[src/rtl/puu_pkg.sv]
// Shared constants, FSM encoding and helpers for the shared-divider scheduler.
package puu_pkg;

    localparam int unsigned DivisorDefault = 45;
    localparam int unsigned SampleW        = 12;
    localparam int unsigned DividendW      = 16;
    localparam int unsigned DivisorW       = 8;
    localparam int unsigned DoutW          = 24;
    localparam int unsigned QuotMsb        = 19;
    localparam int unsigned QuotLsb        = 8;

    typedef enum logic [1:0] {
        StIdle,
        StIssueRe,
        StIssueIm
    } sched_state_e;

    function automatic logic [DividendW-1:0] sext_sample(input logic [SampleW-1:0] s);
        return {{(DividendW - SampleW){s[SampleW-1]}}, s};
    endfunction

endpackage

[src/rtl/puu_div_sched_if.sv]
// Sample-in, divider-core and result-out signal bundle of the scheduler.
interface puu_div_sched_if;
    import puu_pkg::*;

    logic [SampleW-1:0]   di_re;
    logic [SampleW-1:0]   di_im;
    logic                 di_vld;
    logic                 di_rdy;
    logic [DividendW-1:0] div_dividend_tdata;
    logic                 div_dividend_tvalid;
    logic [DivisorW-1:0]  div_divisor_tdata;
    logic                 div_divisor_tvalid;
    logic [DoutW-1:0]     div_dout_tdata;
    logic                 div_dout_tvalid;
    logic [SampleW-1:0]   do_re;
    logic [SampleW-1:0]   do_im;
    logic                 do_vld;
    logic                 err;

    modport slave (
        input  di_re, di_im, di_vld, div_dout_tdata, div_dout_tvalid,
        output di_rdy, div_dividend_tdata, div_dividend_tvalid, div_divisor_tdata,
               div_divisor_tvalid, do_re, do_im, do_vld, err
    );

    modport master (
        output di_re, di_im, di_vld, div_dout_tdata, div_dout_tvalid,
        input  di_rdy, div_dividend_tdata, div_dividend_tvalid, div_divisor_tdata,
               div_divisor_tvalid, do_re, do_im, do_vld, err
    );

endinterface

[src/rtl/puu_out_reasm.sv]
// Pairs consecutive divider results (real then imaginary) into one output sample.
module puu_out_reasm
    import puu_pkg::*;
(
    input  logic               clk,
    input  logic               rst,
    input  logic               res_vld_i,
    input  logic [SampleW-1:0] quot_i,
    output logic [SampleW-1:0] do_re_o,
    output logic [SampleW-1:0] do_im_o,
    output logic               do_vld_o
);

    logic               phase_q, phase_d;
    logic [SampleW-1:0] held_re_q, held_re_d;
    logic [SampleW-1:0] do_re_q, do_re_d;
    logic [SampleW-1:0] do_im_q, do_im_d;
    logic               do_vld_q, do_vld_d;

    always_comb begin
        phase_d   = phase_q;
        held_re_d = held_re_q;
        do_re_d   = do_re_q;
        do_im_d   = do_im_q;
        do_vld_d  = 1'b0;
        if (res_vld_i) begin
            phase_d = ~phase_q;
            if (!phase_q) begin
                held_re_d = quot_i;
            end else begin
                do_re_d  = {held_re_q[SampleW-2:0], 1'b0};
                do_im_d  = {quot_i[SampleW-2:0], 1'b0};
                do_vld_d = 1'b1;
            end
        end
    end

    always_ff @(posedge clk or posedge rst) begin
        if (rst) begin
            phase_q   <= 1'b0;
            held_re_q <= '0;
            do_re_q   <= '0;
            do_im_q   <= '0;
            do_vld_q  <= 1'b0;
        end else begin
            phase_q   <= phase_d;
            held_re_q <= held_re_d;
            do_re_q   <= do_re_d;
            do_im_q   <= do_im_d;
            do_vld_q  <= do_vld_d;
        end
    end

    assign do_re_o  = do_re_q;
    assign do_im_o  = do_im_q;
    assign do_vld_o = do_vld_q;

endmodule

[src/rtl/puu_div_sched.sv]
// Time-shares one divider core between the real and imaginary part of each
// sample, tracks results in flight and reassembles the quotient pair.
module puu_div_sched
    import puu_pkg::*;
#(
    parameter int unsigned DIVISOR = DivisorDefault,
    parameter int unsigned DIV_LAT = 20,
    parameter int unsigned MAX_OUT = 32
) (
    input logic            clk,
    input logic            rst,
    puu_div_sched_if.slave bus
);

    localparam int unsigned CntW = $clog2(MAX_OUT + 1);

    if (MAX_OUT < DIV_LAT + 2) begin : g_cfg_check
        $error("MAX_OUT must be at least DIV_LAT + 2");
    end

    sched_state_e         state_q, state_d;
    logic [SampleW-1:0]   re_q, re_d;
    logic [SampleW-1:0]   im_q, im_d;
    logic [CntW-1:0]      cnt_q, cnt_d;
    logic                 err_q, err_d;
    logic                 issue, rdy, accept, ret_vld, ret_bad;
    logic [DividendW-1:0] dividend;
    logic                 unused_dout;

    always_comb begin
        issue   = (state_q != StIdle);
        ret_vld = bus.div_dout_tvalid && (cnt_q != '0);
        ret_bad = bus.div_dout_tvalid && (cnt_q == '0);
        // A sample costs two slots; include the dividend leaving in ISSUE_IM.
        rdy     = !rst && (state_q != StIssueRe) &&
                  ((cnt_q + CntW'(state_q == StIssueIm)) <= CntW'(MAX_OUT - 2));
        accept  = bus.di_vld && rdy;

        state_d = state_q;
        re_d    = re_q;
        im_d    = im_q;
        case (state_q)
            StIdle, StIssueIm: begin
                if (accept) begin
                    state_d = StIssueRe;
                    re_d    = bus.di_re;
                    im_d    = bus.di_im;
                end else begin
                    state_d = StIdle;
                end
            end
            StIssueRe: state_d = StIssueIm;
            default:   state_d = StIdle;
        endcase

        dividend = '0;
        case (state_q)
            StIssueRe: dividend = sext_sample(re_q);
            StIssueIm: dividend = sext_sample(im_q);
            default:   dividend = '0;
        endcase

        cnt_d = cnt_q;
        if (issue && !ret_vld) begin
            if (cnt_q != CntW'(MAX_OUT)) cnt_d = cnt_q + CntW'(1);
        end else if (!issue && ret_vld) begin
            cnt_d = cnt_q - CntW'(1);
        end
        err_d = err_q | ret_bad | (issue && (cnt_q == CntW'(MAX_OUT)));
    end

    always_ff @(posedge clk or posedge rst) begin
        if (rst) begin
            state_q <= StIdle;
            re_q    <= '0;
            im_q    <= '0;
            cnt_q   <= '0;
            err_q   <= 1'b0;
        end else begin
            state_q <= state_d;
            re_q    <= re_d;
            im_q    <= im_d;
            cnt_q   <= cnt_d;
            err_q   <= err_d;
        end
    end

    assign bus.di_rdy              = rdy;
    assign bus.div_dividend_tvalid = issue;
    assign bus.div_divisor_tvalid  = issue;
    assign bus.div_dividend_tdata  = dividend;
    assign bus.div_divisor_tdata   = issue ? DivisorW'(DIVISOR) : '0;
    assign bus.err                 = err_q;

    // Only the integer part of the quotient is used.
    assign unused_dout = ^{bus.div_dout_tdata[DoutW-1:QuotMsb+1],
                           bus.div_dout_tdata[QuotLsb-1:0]};

    puu_out_reasm u_out_reasm (
        .clk      (clk),
        .rst      (rst),
        .res_vld_i(ret_vld),
        .quot_i   (bus.div_dout_tdata[QuotMsb:QuotLsb]),
        .do_re_o  (bus.do_re),
        .do_im_o  (bus.do_im),
        .do_vld_o (bus.do_vld)
    );

endmodule

[src/flat_wrapper.sv]
// flat-port wrapper written by rule: the top's interface ports become plain ports
module puu_div_sched_flat import puu_pkg::*;
#(
    parameter int unsigned DIVISOR = DivisorDefault,
    parameter int unsigned DIV_LAT = 20,
    parameter int unsigned MAX_OUT = 32
)
  (clk, rst, bus_di_re, bus_di_im, bus_di_vld, bus_div_dout_tdata, bus_div_dout_tvalid, bus_di_rdy, bus_div_dividend_tdata, bus_div_dividend_tvalid, bus_div_divisor_tdata, bus_div_divisor_tvalid, bus_do_re, bus_do_im, bus_do_vld, bus_err);
  puu_div_sched_if bus_i ();
  input logic clk;
  input logic rst;
  input wire logic [$bits(bus_i.di_re)-1:0] bus_di_re;
  input wire logic [$bits(bus_i.di_im)-1:0] bus_di_im;
  input wire logic [$bits(bus_i.di_vld)-1:0] bus_di_vld;
  input wire logic [$bits(bus_i.div_dout_tdata)-1:0] bus_div_dout_tdata;
  input wire logic [$bits(bus_i.div_dout_tvalid)-1:0] bus_div_dout_tvalid;
  output wire logic [$bits(bus_i.di_rdy)-1:0] bus_di_rdy;
  output wire logic [$bits(bus_i.div_dividend_tdata)-1:0] bus_div_dividend_tdata;
  output wire logic [$bits(bus_i.div_dividend_tvalid)-1:0] bus_div_dividend_tvalid;
  output wire logic [$bits(bus_i.div_divisor_tdata)-1:0] bus_div_divisor_tdata;
  output wire logic [$bits(bus_i.div_divisor_tvalid)-1:0] bus_div_divisor_tvalid;
  output wire logic [$bits(bus_i.do_re)-1:0] bus_do_re;
  output wire logic [$bits(bus_i.do_im)-1:0] bus_do_im;
  output wire logic [$bits(bus_i.do_vld)-1:0] bus_do_vld;
  output wire logic [$bits(bus_i.err)-1:0] bus_err;
  assign bus_i.di_re = bus_di_re;
  assign bus_i.di_im = bus_di_im;
  assign bus_i.di_vld = bus_di_vld;
  assign bus_i.div_dout_tdata = bus_div_dout_tdata;
  assign bus_i.div_dout_tvalid = bus_div_dout_tvalid;
  assign bus_di_rdy = bus_i.di_rdy;
  assign bus_div_dividend_tdata = bus_i.div_dividend_tdata;
  assign bus_div_dividend_tvalid = bus_i.div_dividend_tvalid;
  assign bus_div_divisor_tdata = bus_i.div_divisor_tdata;
  assign bus_div_divisor_tvalid = bus_i.div_divisor_tvalid;
  assign bus_do_re = bus_i.do_re;
  assign bus_do_im = bus_i.do_im;
  assign bus_do_vld = bus_i.do_vld;
  assign bus_err = bus_i.err;
  puu_div_sched #(.DIVISOR(DIVISOR), .DIV_LAT(DIV_LAT), .MAX_OUT(MAX_OUT)) u_core (.clk(clk), .rst(rst), .bus(bus_i));
endmodule
[config.mk]
export PLATFORM = sky130hd
export DESIGN_NAME = puu_div_sched_flat
export DESIGN_NICKNAME = d
export VERILOG_FILES = /design/src/rtl/puu_pkg.sv /design/src/rtl/puu_div_sched_if.sv /design/src/rtl/puu_out_reasm.sv /design/src/rtl/puu_div_sched.sv /design/src/flat_wrapper.sv
export SDC_FILE = /design/constraint.sdc
export NUM_CORES = 1
export LEC_CHECK = 0
export CORE_AREA = 2 2 84 86
export CTS_CLUSTER_DIAMETER = 120
export DETAILED_ROUTE_END_ITERATION = 7
export DIE_AREA = 0 0 86 88
export DONT_BUFFER_PORTS = 1
export PLACE_DENSITY = 0.66
export SYNTH_ARGS = -nofsm -noshare
export SYNTH_HDL_FRONTEND = slang
export SYNTH_HIERARCHICAL = 1
export SYNTH_SLANG_ARGS = --single-unit
[constraint.sdc]
create_clock -name clk -period 2.57 [get_ports clk]
set_input_delay 0.3855 -clock clk [delete_from_list [all_inputs] [get_ports clk]]
set_output_delay 0.3855 -clock clk [all_outputs]
set_load 0.01 [all_outputs]
==> summary.md <==
| Metric | Value |
|---|---|
| Grt total ovfl | `0` |
| Pwr Total | `4.75 mW` |
| GP Congestion | `between 0.7 and 0.8` |
| Cell area after layout | `around 3700 um^2` |
| Ant. Diodes | `0` |
| DIE AREA | `7570 um^2` |
| Worst Path Arrival | `between 2 and 3 ns` |
| Post-synth cell types | `36` |
| Syn_area_per_cell | `13.4 um^2` |
| WP depth | `10` |
| Cts bufs inserted | `9` |
| R2r endpoint | `u_core/cnt_q[5]` |
| Period minus WS final | `roughly 2.5 ns` |
| Area after DPL | `around 3400 um^2` |
| Site Rows | `30` |
| Critical R2R Launch | `u_core/state_q[0]` |
| Die X | `86 um` |
| Flop-to-flop setup slack | `0.07 ns` |
| Cell count after synthesis | `242` |
| Clk sinks | `between 60 and 70` |
| Core area | `6640 um^2` |
| Final setup viols | `0` |
| Routed Antenna Nets | `0` |
| WL final | `around 5600 um` |
| Slowest CP cell | `or4_4` |
| Leak pwr | `around 1.6 nW` |
| RSZ-0062 raised after global routing | `true` |
| Vias in the first global route | `about 1.9k` |
| Max-Cap Viols | `0` |
| Largest area contributor in the netlist | `dfrtp_1` |
| Setup crit end kind | `flop` |
| DP HPWL | `between 3000 and 4000 um` |
| GRT Total Usage | `15.8%` |
| Fin util | `a little under three fifths` |
| Crit path max-delay family | `simple AND/OR/NAND/NOR gates` |
| Die Ht | `about 88 um` |
| Layout cells sized above 1 | `between 20 and 30%` |
| Cell Area, Synth | `roughly 3300 um^2` |
| Detailed Routing Iterations Pass 1 | `3` |
| Max Slew Vio Count | `0` |
| Fmax | `approximately 0.40 GHz` |
| Top cell type's share of synthesized area | `between 50% and 60%` |
| Yosys warnings | `6` |
| Vias | `between 1.5k and 2k` |
| Worst-case reg-to-reg path depth | `10` |
| Worst Skew | `between 0.008 and 0.009 ns` |
| WS Path Type | `reg2reg` |
| I/O pin cnt | `around 110` |
| Measured slew at the worst slew-check pin | `between 0.7 and 0.8 ns` |
| Worst path required time | `2.80 ns` |
| Most frequent cells in the layout | `68 x dfrtp_1, 40 x mux2_1, 19 x mux2_2` |
| Type of the worst min-delay path | `in2async` |
| Max H-tree Level | `3` |
| Initial antenna violation count | `0` |
| Syn-to-layout area delta | `14.0%` |
| Initial Util | `49.0%` |
| Commonest non-fill, non-tap cell in the layout | `dfrtp_1` |
| Largest net degree at the start of global routing | `36` |
| Starting DRT DRC Count | `34` |
| Reg clk slew, reported paths | `0.07 ns` |
| Clock insertion delay at the later pin of the skew report | `between 0.3 and 0.4 ns` |
| Vias per inst | `around 5.5` |
| First-pass GRT wire length | `about 9000 um` |
| Final Hold Viols | `0` |
| Status | `complete, no violations` |
| Clk root buf | `clkbuf_8` |
| CTS tree | `done` |
| Nets@finish | `315` |
| Placed cell count | `320` |
| DRC Markers | `0` |
| Sequential share of the synthesized area | `a little over half` |
| Critical Path Fanout Max | `5` |
| Bufs and invs on worst path | `1` |
| Worst slew margin | `52.2%` |
| Flops & latches, synth | `between 60 and 70` |
| Peak VDD IR | `slightly below 0.0007 V` |
| Critical Path Max Stage Delay | `around 0.48 ns` |
| Synth area leaders | `dfrtp_1 52%, mux2_1 14%, mux2_2 6.6%` |
| Worst setup SP type | `flop` |
| Crit path cell chain | `inv_1 -> ha_2 -> or4_4 -> o22a_4 -> ha_4 -> o21ai_0 -> o21a_1 -> nor3_1 -> o21ai_2 -> xnor2_1` |
| Tcrit/Tclk final | `a little over nine tenths` |
| Post-route insts no fill | `337` |
| IO buf count | `0` |
| Routed length per instance | `approximately 17 um` |
| Pwr/cell area | `between 1000 and 1500 nW/um^2` |
| Max clock buf depth | `2` |
-- per-layer routing --
metal  GRT usage [%]  part of all wire, %  up-vias
met2            25.0                   50       65
met3            8.01                  8.3        5
li1                -                    -      851
met5               0                    0        -
met4            4.33                 0.89        0
met1            19.1                   41      929
-- sequential cells by signal, indices dropped and copies added (netlist names) --
name                          cells
u_core/bus.err                    1
u_core/cnt_q                      6
u_core/im_q                      12
u_core/re_q                      12
u_core/state_q                    2
u_core/u_out_reasm/do_im_o       11
u_core/u_out_reasm/do_re_o       11
u_core/u_out_reasm/do_vld_o       1
u_core/u_out_reasm/held_re_q     11
u_core/u_out_reasm/phase_q        1
-- repair_timing --
item | 4_1_cts | 5_1_grt
endpoints found under the hold margin | 0 | 0
hold buffers | 0 | 0
resized for setup | 1 | 13
setup buffers | 1 | 0
setup endpoints to repair | 2 | 28
pin swaps | 1 | 3
-- through the flow --
step	setup slack, ns	hold WS [ns]	setup TNS [ns]
2_1_floorplan	-0.00922	0.452	-0.0154
3_3_place_gp	0.0724	0.398	0
3_5_place_dp	0.0395	0.392	0
4_1_cts	-0.00519	0.0171	-0.0100
5_1_grt	-0.00951	0.0463	-0.0132
6_report	0.0725	0.0226	0
-- where the power goes --
part | switching [mW] | total [mW] | internal (mW)
sequential | 0.432 | 2.05 | 1.61
combinational | 0.736 | 1.64 | 0.905
clock | 0.413 | 1.06 | 0.651
-- logic make-up after synthesis --
| family | count (synthesis) | synth area share [%] |
|---|---|---|
| XOR/XNOR | 9 | 2.42 |
| AND/OR/NAND/NOR | 31 | 6.04 |
| other | 2 | 0.231 |
| multiplexers | 59 | 20.4 |
| buffers and inverters | 31 | 5.81 |
| adder cells (fa/ha/maj) | 11 | 4.46 |
| AO/OA/AOI/OAI | 31 | 8.31 |
| flip-flops | 68 | 52.3 |
-- cell usage after synthesis (all sizes together) --
| master | count |
|---|---|
| o22a | 1 |
| clkbuf | 4 |
| o311ai | 1 |
| fa | 1 |
| a221oi | 1 |
| nor3 | 3 |
| o21ai | 5 |
| mux2 | 59 |
| nand2b | 2 |
| conb | 2 |
| o41ai | 1 |
| ha | 10 |
| xnor2 | 5 |
| a21o | 2 |
| nor2 | 3 |
| nand3 | 2 |
| nor4 | 1 |
| or3 | 2 |
| inv | 7 |
| o21a | 2 |
| o311a | 1 |
| a211oi | 1 |
| or4 | 1 |
| dfrtp | 68 |
| xor2 | 4 |
| nand2 | 2 |
| nor2b | 15 |
| buf | 20 |
| a21oi | 3 |
| a22o | 1 |
| a22oi | 12 |
-- area by class of cell --
cell class / instances / area [um^2]
Fill cell: 549 / 2940
Sequential cell: 68 / 1700
Multi-Input combinational cell: 147 / 1460
Timing Repair Buffer: 19 / 168
Clock buffer: 9 / 124
Clock inverter: 7 / 124
Tap cell: 80 / 100
Inverter: 7 / 26.3
-- worst max-delay path by stage --
stage / start / slack, ns / to
3_5_place_dp: u_core/state_q[0] / 0.04 / u_core/cnt_q[4]
6_report: u_core/state_q[0] / 0.07 / u_core/cnt_q[5]
5_1_grt: u_core/state_q[0] / -0.01 / u_core/cnt_q[5]
2_1_floorplan: u_core/state_q[0] / -0.009 / u_core/cnt_q[5]
4_1_cts: u_core/state_q[0] / -0.005 / u_core/cnt_q[5]
3_3_place_gp: u_core/state_q[0] / 0.07 / u_core/cnt_q[5]
No activity file was read; power rests on OpenSTA's default activity.
